--- src/rtl/intr_timer_ctrl.sv ---
// intr_timer_ctrl: machine-level interrupt controller and timer for the RV32 core.
// Arbitrates a prescaled mtime/mtimecmp timer (ID 0) and NUM_IRQ external lines
// (ID k = irq_in[k-1]) and presents one request at a time to the trap logic.
// No nesting: a taken interrupt is tracked until mret.
// Optional build macro INTR_VECTOR_EN adds the mtvec_base register (addr 5) and intr_pc.
//
//   state   | meaning
//   IDLE    | no request outstanding, waiting for an enabled pending source
//   REQ     | intr_req high, intr_id frozen, waiting for ack (or mie drop)
//   SERVICE | trap taken, intr_id is the in-service ID, waiting for mret
module intr_timer_ctrl #(
    parameter int NUM_IRQ = 8,
    parameter int TIMER_W = 32,
    parameter int PRESC_W = 8,
    parameter int ID_W    = $clog2(NUM_IRQ + 1)
) (
    input  logic               clk,
    input  logic               rst,
    input  logic [NUM_IRQ-1:0] irq_in,
    input  logic               mie,
    input  logic               cfg_we,
    input  logic [2:0]         cfg_addr,
    input  logic [31:0]        cfg_wdata,
    output logic [31:0]        cfg_rdata,
    input  logic               intr_ack,
    input  logic               is_mret,
    output logic               intr_req,
    output logic [ID_W-1:0]    intr_id,
    output logic               t_intr,
    output logic               e_intr,
    output logic [TIMER_W-1:0] mtime
`ifdef INTR_VECTOR_EN
    ,
    output logic [31:0]        intr_pc
`endif
);

    typedef enum logic [1:0] {IDLE, REQ, SERVICE} state_t;

    state_t             state;
    logic [NUM_IRQ-1:0] irq_en;
    logic [NUM_IRQ-1:0] irq_edge;
    logic [TIMER_W-1:0] mtimecmp;
    logic [PRESC_W-1:0] prescale;
    logic [PRESC_W-1:0] presc_cnt;
    logic [NUM_IRQ-1:0] sync1, sync2, sync3;
    logic [NUM_IRQ-1:0] pend_edge;
    logic [NUM_IRQ-1:0] edge_rise;
    logic [NUM_IRQ-1:0] ack_clr;
    logic [NUM_IRQ-1:0] pending;
    logic [NUM_IRQ-1:0] active;
    logic [ID_W-1:0]    win_id;
    logic               take_ack;
    logic               mtime_wr;
`ifdef INTR_VECTOR_EN
    logic [31:0]        mtvec_base;
`endif

    assign take_ack = (state == REQ) && intr_ack;
    assign mtime_wr = cfg_we && (cfg_addr == 3'd4);

    // Configuration register writes (mtime is handled with the timer below)
    always_ff @(posedge clk or posedge rst) begin
        if (rst) begin
            irq_en   <= '0;
            irq_edge <= '0;
            mtimecmp <= '1;
            prescale <= '0;
        end else if (cfg_we) begin
            case (cfg_addr)
                3'd0:    irq_en   <= cfg_wdata[NUM_IRQ-1:0];
                3'd1:    irq_edge <= cfg_wdata[NUM_IRQ-1:0];
                3'd2:    mtimecmp <= TIMER_W'(cfg_wdata);
                3'd3:    prescale <= PRESC_W'(cfg_wdata);
                default: ;
            endcase
        end
    end

`ifdef INTR_VECTOR_EN
    // Vector base is word aligned; the low two bits are never stored
    always_ff @(posedge clk or posedge rst) begin
        if (rst)
            mtvec_base <= '0;
        else if (cfg_we && (cfg_addr == 3'd5))
            mtvec_base <= {cfg_wdata[31:2], 2'b00};
    end

    assign intr_pc = intr_req ? (mtvec_base + (32'(intr_id) << 2)) : 32'd0;
`endif

    // Combinational read mux; unimplemented addresses read zero
    always_comb begin
        cfg_rdata = '0;
        case (cfg_addr)
            3'd0:    cfg_rdata = 32'(irq_en);
            3'd1:    cfg_rdata = 32'(irq_edge);
            3'd2:    cfg_rdata = 32'(mtimecmp);
            3'd3:    cfg_rdata = 32'(prescale);
            3'd4:    cfg_rdata = 32'(mtime);
`ifdef INTR_VECTOR_EN
            3'd5:    cfg_rdata = mtvec_base;
`endif
            default: cfg_rdata = '0;
        endcase
    end

    // Prescaled timer; a software load wins over the tick and restarts the prescaler
    always_ff @(posedge clk or posedge rst) begin
        if (rst) begin
            mtime     <= '0;
            presc_cnt <= '0;
        end else if (mtime_wr) begin
            mtime     <= TIMER_W'(cfg_wdata);
            presc_cnt <= '0;
        end else if (presc_cnt == prescale) begin
            mtime     <= mtime + 1'b1;
            presc_cnt <= '0;
        end else begin
            presc_cnt <= presc_cnt + 1'b1;
        end
    end

    assign t_intr = (mtime >= mtimecmp);

    // Two-flop synchroniser plus a third stage used only for edge detection
    always_ff @(posedge clk or posedge rst) begin
        if (rst) begin
            sync1 <= '0;
            sync2 <= '0;
            sync3 <= '0;
        end else begin
            sync1 <= irq_in;
            sync2 <= sync1;
            sync3 <= sync2;
        end
    end

    assign edge_rise = sync2 & ~sync3 & irq_edge;

    // Ack clears only the pending bit of the ID currently being requested
    always_comb begin
        ack_clr = '0;
        for (int k = 0; k < NUM_IRQ; k++)
            ack_clr[k] = take_ack && (intr_id == ID_W'(k + 1));
    end

    // Latched edge pending; a new edge in the ack cycle survives the clear
    always_ff @(posedge clk or posedge rst) begin
        if (rst)
            pend_edge <= '0;
        else
            pend_edge <= (pend_edge & ~ack_clr) | edge_rise;
    end

    assign pending = (irq_edge & pend_edge) | (~irq_edge & sync2);
    assign active  = pending & irq_en;
    assign e_intr  = |active;

    // Fixed priority: timer first, then lowest irq index
    always_comb begin
        win_id = '0;
        for (int k = NUM_IRQ - 1; k >= 0; k--)
            if (active[k])
                win_id = ID_W'(k + 1);
        if (t_intr)
            win_id = '0;
    end

    // Request/service sequencing with registered request and ID
    always_ff @(posedge clk or posedge rst) begin
        if (rst) begin
            state    <= IDLE;
            intr_req <= 1'b0;
            intr_id  <= '0;
        end else begin
            case (state)
                IDLE: begin
                    if (mie && (t_intr || e_intr)) begin
                        state    <= REQ;
                        intr_req <= 1'b1;
                        intr_id  <= win_id;
                    end
                end
                REQ: begin
                    if (intr_ack) begin
                        state    <= SERVICE;
                        intr_req <= 1'b0;
                    end else if (!mie) begin
                        state    <= IDLE;
                        intr_req <= 1'b0;
                    end
                end
                SERVICE: begin
                    if (is_mret)
                        state <= IDLE;
                end
                default: begin
                    state    <= IDLE;
                    intr_req <= 1'b0;
                end
            endcase
        end
    end

endmodule

--- config.mk ---
export PLATFORM = sky130hd
export DESIGN_NAME = intr_timer_ctrl
export DESIGN_NICKNAME = d
export VERILOG_FILES = /design/src/rtl/intr_timer_ctrl.sv
export SDC_FILE = /design/constraint.sdc
export NUM_CORES = 1
export LEC_CHECK = 0
export BUFFER_PORTS_ARGS = -buffer_cell sky130_fd_sc_hd__buf_2
export CORE_MARGIN = 10
export CORE_UTILIZATION = 45
export DETAILED_ROUTE_END_ITERATION = 16
export GPL_ROUTABILITY_DRIVEN = 0
export PLACE_DENSITY = 0.66
export SLEW_MARGIN = 20
export SYNTH_ARGS = -nofsm -noshare
export SYNTH_HDL_FRONTEND = slang
export SYNTH_SLANG_ARGS = --single-unit
--- constraint.sdc ---
create_clock -name clk -period 5.5 [get_ports clk]
set_input_delay 1.1 -clock clk [delete_from_list [all_inputs] [get_ports clk]]
set_output_delay 1.1 -clock clk [all_outputs]
set_load 0.005 [all_outputs]
==> results.json <==
{
  "detail-route-antenna-nets": 0,
  "postCtsSetupRepairBufs": 0,
  "critical-path-max-stage-delay_ns": 0.52,
  "rr_endpoint": "state[0]$_DFFE_PP0P_",
  "unrepaired_setup_endpoints_after_global_routing": "false",
  "fp.dieArea_um2": 21300,
  "synth-seq-cells": 135,
  "global_route.usage.met1": 0.232,
  "worst_slack_ns": 1.37,
  "critical_path.slowest_cell": "sky130_fd_sc_hd__dfstp_2",
  "number_of_cts_inserted_buffers": 17,
  "postSynthNetCount": 816,
  "drcViolationCount": 0,
  "timing.critical_path.cells": "inv_1 -> ha_1 -> nand4_1 -> nor3_1 -> or4b_1 -> a31oi_1 -> nor2_1 -> inv_1 -> buf_2",
  "crit_arrival_ns": 3.03,
  "post_drt_wl_per_cell_um": 17.7,
  "dominantRegCellSynth": "sky130_fd_sc_hd__dfrtp_1",
  "synthesis.area_per_instance_um2": 9.75,
  "multiInputGateArea_um2": 3450,
  "die_w_um": 146,
  "post_drt_via_cell_ratio": 5.37,
  "clk_latency_ns": 0.42,
  "synth_cell_types": 50,
  "synth-seq-area-share": 0.478,
  "crit_buf_inv": 3,
  "finalClockSkew_ns": 0.00790,
  "core-area_um2": 15700,
  "hold_class": "flop to flop",
  "grt_first_pass_wirelength_um": 31000,
  "slew_violations": 0,
  "worstMarginPinSlew_ns": 1.05,
  "power_switching_uw": 1150,
  "pwr-share-comb": 0.251,
  "number_of_standard_cell_rows_in_the_floorplan": 46,
  "worstReg2RegStart": "mtimecmp[14]$_DFFE_PP1P_",
  "critical_path.most_common_cell": "sky130_fd_sc_hd__inv_1",
  "layout_min_cycle_time_ns": 4.13,
  "start_kind": "flop",
  "clkSinkCount": 135,
  "crit_fanout": 5,
  "grt.overflow.total": 0,
  "cp_num_cells": 9,
  "fp.dieH_um": 146,
  "ios": 120,
  "postCtsHoldBufs": 0,
  "slew_headroom": 0.297,
  "detail_route.first_pass.iterations": 5,
  "maxClockFrequency_mhz": 242,
  "met2_usage": 0.290,
  "worstRegToRegCells": 8,
  "placement.cell_area_um2": 7960,
  "met3_usage": 0.0417,
  "setup.worst_path.class": "flop to output port",
  "yosysWarningCount": 0,
  "dr.first_iter.drc_count": 297,
  "pre_cts_ws_ns": 1.56,
  "grt.busiest_layer": "met2",
  "synth_async_sr_flop_share": 1.00,
  "synthesis_to_layout_area_growth_pct": 19.3,
  "power_leakage_uw": 0.00382,
  "result_of_the_run": "complete, no violations",
  "floorplan.initialDensity": 0.455,
  "power_frac_seq": 0.436,
  "max_cap_violations": 0,
  "grtUsageTotal": 0.179,
  "cts.clk_slew.worst_paths_ns": 0.06,
  "tritoncts": "built",
  "cts_root_buffer": "sky130_fd_sc_hd__clkbuf_16",
  "worst_setup_path_startpoint": "mtimecmp[14]$_DFFE_PP1P_",
  "setup-violations-final": 0,
  "cp-end-kind": "output port",
  "final.hold.worst_slack_ns": 0.346,
  "ff2ff_setup_slack_ns": 2.72,
  "ctsLongestPathBuffers": 2,
  "fillerInstances": 1445,
  "h-tree-depth": 4,
  "portBuffers": 119,
  "netSwitchingFraction": 0.335,
  "register_area_um2": 3420,
  "syn_inst": 733,
  "antenna_found_initial": 1,
  "place_hpwl_um": 13700,
  "cellPowerDensity_nw_per_um2": 404,
  "finalWirelength_um": 19000,
  "nNetsFinal": 928,
  "power.ir.vdd_worst_mv": 0.247,
  "grt_max_degree": 95,
  "intPower_uw": 2290,
  "syn-cell-area_um2": 7140,
  "postCtsResizedCells": 0,
  "share_of_layout_cells_above_drive_strength_1": 0.277,
  "critical_path.top_delay_family": "simple AND/OR/NAND/NOR gates",
  "power.share.clock": 0.313,
  "worst_ep_required_time_ns": 4.40,
  "final.period_utilization": 0.751,
  "grt_pass1_vias": 5769,
  "worstSetupEndpoint": "t_intr",
  "fin_area_um2": 8520,
  "vias": 5770,
  "timing.setup.tns_ns": 0,
  "synth_enable_flop_cells": 0,
  "number_of_hold_slack_violations_in_the_final_timing_report": 0
}
-- final cells by class --
cell class / count / area share
inverters: 40 / 0.0182
repair buffers: 128 / 0.0778
diodes: 1 / 0.000294
clock inverters: 12 / 0.0120
multi-input cells: 523 / 0.405
clock buffers: 20 / 0.0536
flip-flops and latches: 135 / 0.401
well taps: 216 / 0.0317
-- placed cells by master, fill, tap and decap left out, types with 3 or more instances in the layout --
master / instances
sky130_fd_sc_hd__a21oi_1: 21
sky130_fd_sc_hd__a22oi_1: 27
sky130_fd_sc_hd__and3_1: 9
sky130_fd_sc_hd__and4_1: 6
sky130_fd_sc_hd__buf_2: 119
sky130_fd_sc_hd__buf_4: 9
sky130_fd_sc_hd__clkbuf_16: 17
sky130_fd_sc_hd__clkinv_2: 5
sky130_fd_sc_hd__clkinvlp_4: 4
sky130_fd_sc_hd__dfrtp_1: 103
sky130_fd_sc_hd__dfstp_2: 32
sky130_fd_sc_hd__ha_1: 34
sky130_fd_sc_hd__inv_1: 39
sky130_fd_sc_hd__mux2_2: 33
sky130_fd_sc_hd__mux2i_1: 17
sky130_fd_sc_hd__nand2_1: 106
sky130_fd_sc_hd__nand2b_1: 5
sky130_fd_sc_hd__nand3_1: 23
sky130_fd_sc_hd__nand3b_1: 3
sky130_fd_sc_hd__nand4_1: 17
sky130_fd_sc_hd__nor2_1: 50
sky130_fd_sc_hd__o21ai_0: 77
sky130_fd_sc_hd__o21ai_1: 9
sky130_fd_sc_hd__o22ai_1: 8
sky130_fd_sc_hd__xnor2_1: 12
sky130_fd_sc_hd__xor2_1: 33
-- cell families after synthesis --
| kind of cell | after synthesis | synth area share |
|---|---|---|
| compound gates | 155 | 0.126 |
| flops | 135 | 0.478 |
| simple gates | 239 | 0.163 |
| buf+inv | 75 | 0.0419 |
| xor+xnor | 45 | 0.0552 |
| fa+ha+maj | 34 | 0.0595 |
| mux | 50 | 0.0758 |
-- synth_stat cells (2+ instances only) --
master                     number  area [um^2]
sky130_fd_sc_hd__a21oi_1       21          105
sky130_fd_sc_hd__a221oi_1       2         17.5
sky130_fd_sc_hd__a22oi_1       27          203
sky130_fd_sc_hd__a31oi_1        2         12.5
sky130_fd_sc_hd__a32o_1         2         20.0
sky130_fd_sc_hd__and2_1         2         12.5
sky130_fd_sc_hd__and3_1         9         56.3
sky130_fd_sc_hd__and4_1         6         52.6
sky130_fd_sc_hd__buf_4          2         15.0
sky130_fd_sc_hd__clkbuf_1      30          113
sky130_fd_sc_hd__dfrtp_1      103         2580
sky130_fd_sc_hd__dfstp_2       32          841
sky130_fd_sc_hd__ha_1          34          425
sky130_fd_sc_hd__inv_1         40          150
sky130_fd_sc_hd__mux2_2        33          372
sky130_fd_sc_hd__mux2i_1       17          170
sky130_fd_sc_hd__nand2_1      106          398
sky130_fd_sc_hd__nand2b_1       5         31.3
sky130_fd_sc_hd__nand3_1       23          115
sky130_fd_sc_hd__nand3b_1       3         22.5
sky130_fd_sc_hd__nand4_1       17          106
sky130_fd_sc_hd__nor2_1        51          191
sky130_fd_sc_hd__nor2b_1        2         12.5
sky130_fd_sc_hd__nor3_1         2         10.0
sky130_fd_sc_hd__nor4_4         2         42.5
sky130_fd_sc_hd__nor4bb_1       2         20.0
sky130_fd_sc_hd__o21ai_0       77          385
sky130_fd_sc_hd__o21ai_1        9         45.0
sky130_fd_sc_hd__o22ai_1        8         50.1
sky130_fd_sc_hd__xnor2_1       12          105
sky130_fd_sc_hd__xor2_1        33          289
-- worst min path at each step --
stage	slack (ns)	depth (start not counted)	from	endpoint
after global routing	0.35	0	sync1[1]$_DFF_PP0_	sync2[1]$_DFF_PP0_
after detailed placement	0.33	0	sync1[0]$_DFF_PP0_	sync2[0]$_DFF_PP0_
after CTS	0.35	0	sync1[6]$_DFF_PP0_	sync2[6]$_DFF_PP0_
final	0.35	0	sync1[6]$_DFF_PP0_	sync2[6]$_DFF_PP0_
after floorplan	0.33	0	sync1[0]$_DFF_PP0_	sync2[0]$_DFF_PP0_
after global placement	0.33	0	sync1[5]$_DFF_PP0_	sync2[5]$_DFF_PP0_
-- registers in the layout (all words and copies together), names as in the netlist --
| register | count |
|---|---|
| intr_id | 4 |
| intr_req | 1 |
| irq_edge | 8 |
| irq_en | 8 |
| mtime | 32 |
| mtimecmp | 32 |
| pend_edge | 8 |
| presc_cnt | 8 |
| prescale | 8 |
| state | 2 |
| sync1 | 8 |
| sync2 | 8 |
| sync3 | 8 |
-- worst reg2reg max path, cell delays in order, from the launching register on --
cell and delay (ns):
sky130_fd_sc_hd__dfstp_2 0.52, sky130_fd_sc_hd__inv_1 0.05, sky130_fd_sc_hd__ha_1 0.30, sky130_fd_sc_hd__nand4_1 0.18
sky130_fd_sc_hd__nor3_1 0.28, sky130_fd_sc_hd__or4b_1 0.46, sky130_fd_sc_hd__a31oi_1 0.41, sky130_fd_sc_hd__nor2_1 0.20
sky130_fd_sc_hd__a221oi_1 0.28
-- layer usage --
| layer | share of wire | wire length (um) | vias up |
|---|---|---|---|
| li1 | - | - | 2796 |
| met1 | 0.46 | 8830 | 2791 |
| met2 | 0.47 | 8930 | 159 |
| met3 | 0.049 | 942 | 24 |
| met4 | 0.017 | 332 | 0 |
| met5 | 0 | 0 | - |
-- power groups by stage --
stage / registers [uW] / clock network, uW / logic (uW)
after floorplan: 1430 / 0 / 599
after global placement: 1510 / 0 / 848
after detailed placement: 1510 / 0 / 863
after CTS: 1500 / 1090 / 872
after global routing: 1540 / 1130 / 996
final: 1500 / 1080 / 863
-- stage by stage --
stage                     total power (uW)  std cells   util
after global placement                2360       1042  0.507
after CTS                             3460       1074  0.542
final                                 3440       1075  0.542
after global routing                  3670       1075  0.542
after floorplan                       2030        733      -
after detailed placement              2370       1042  0.507
No activity file was read; power rests on OpenSTA's default activity.
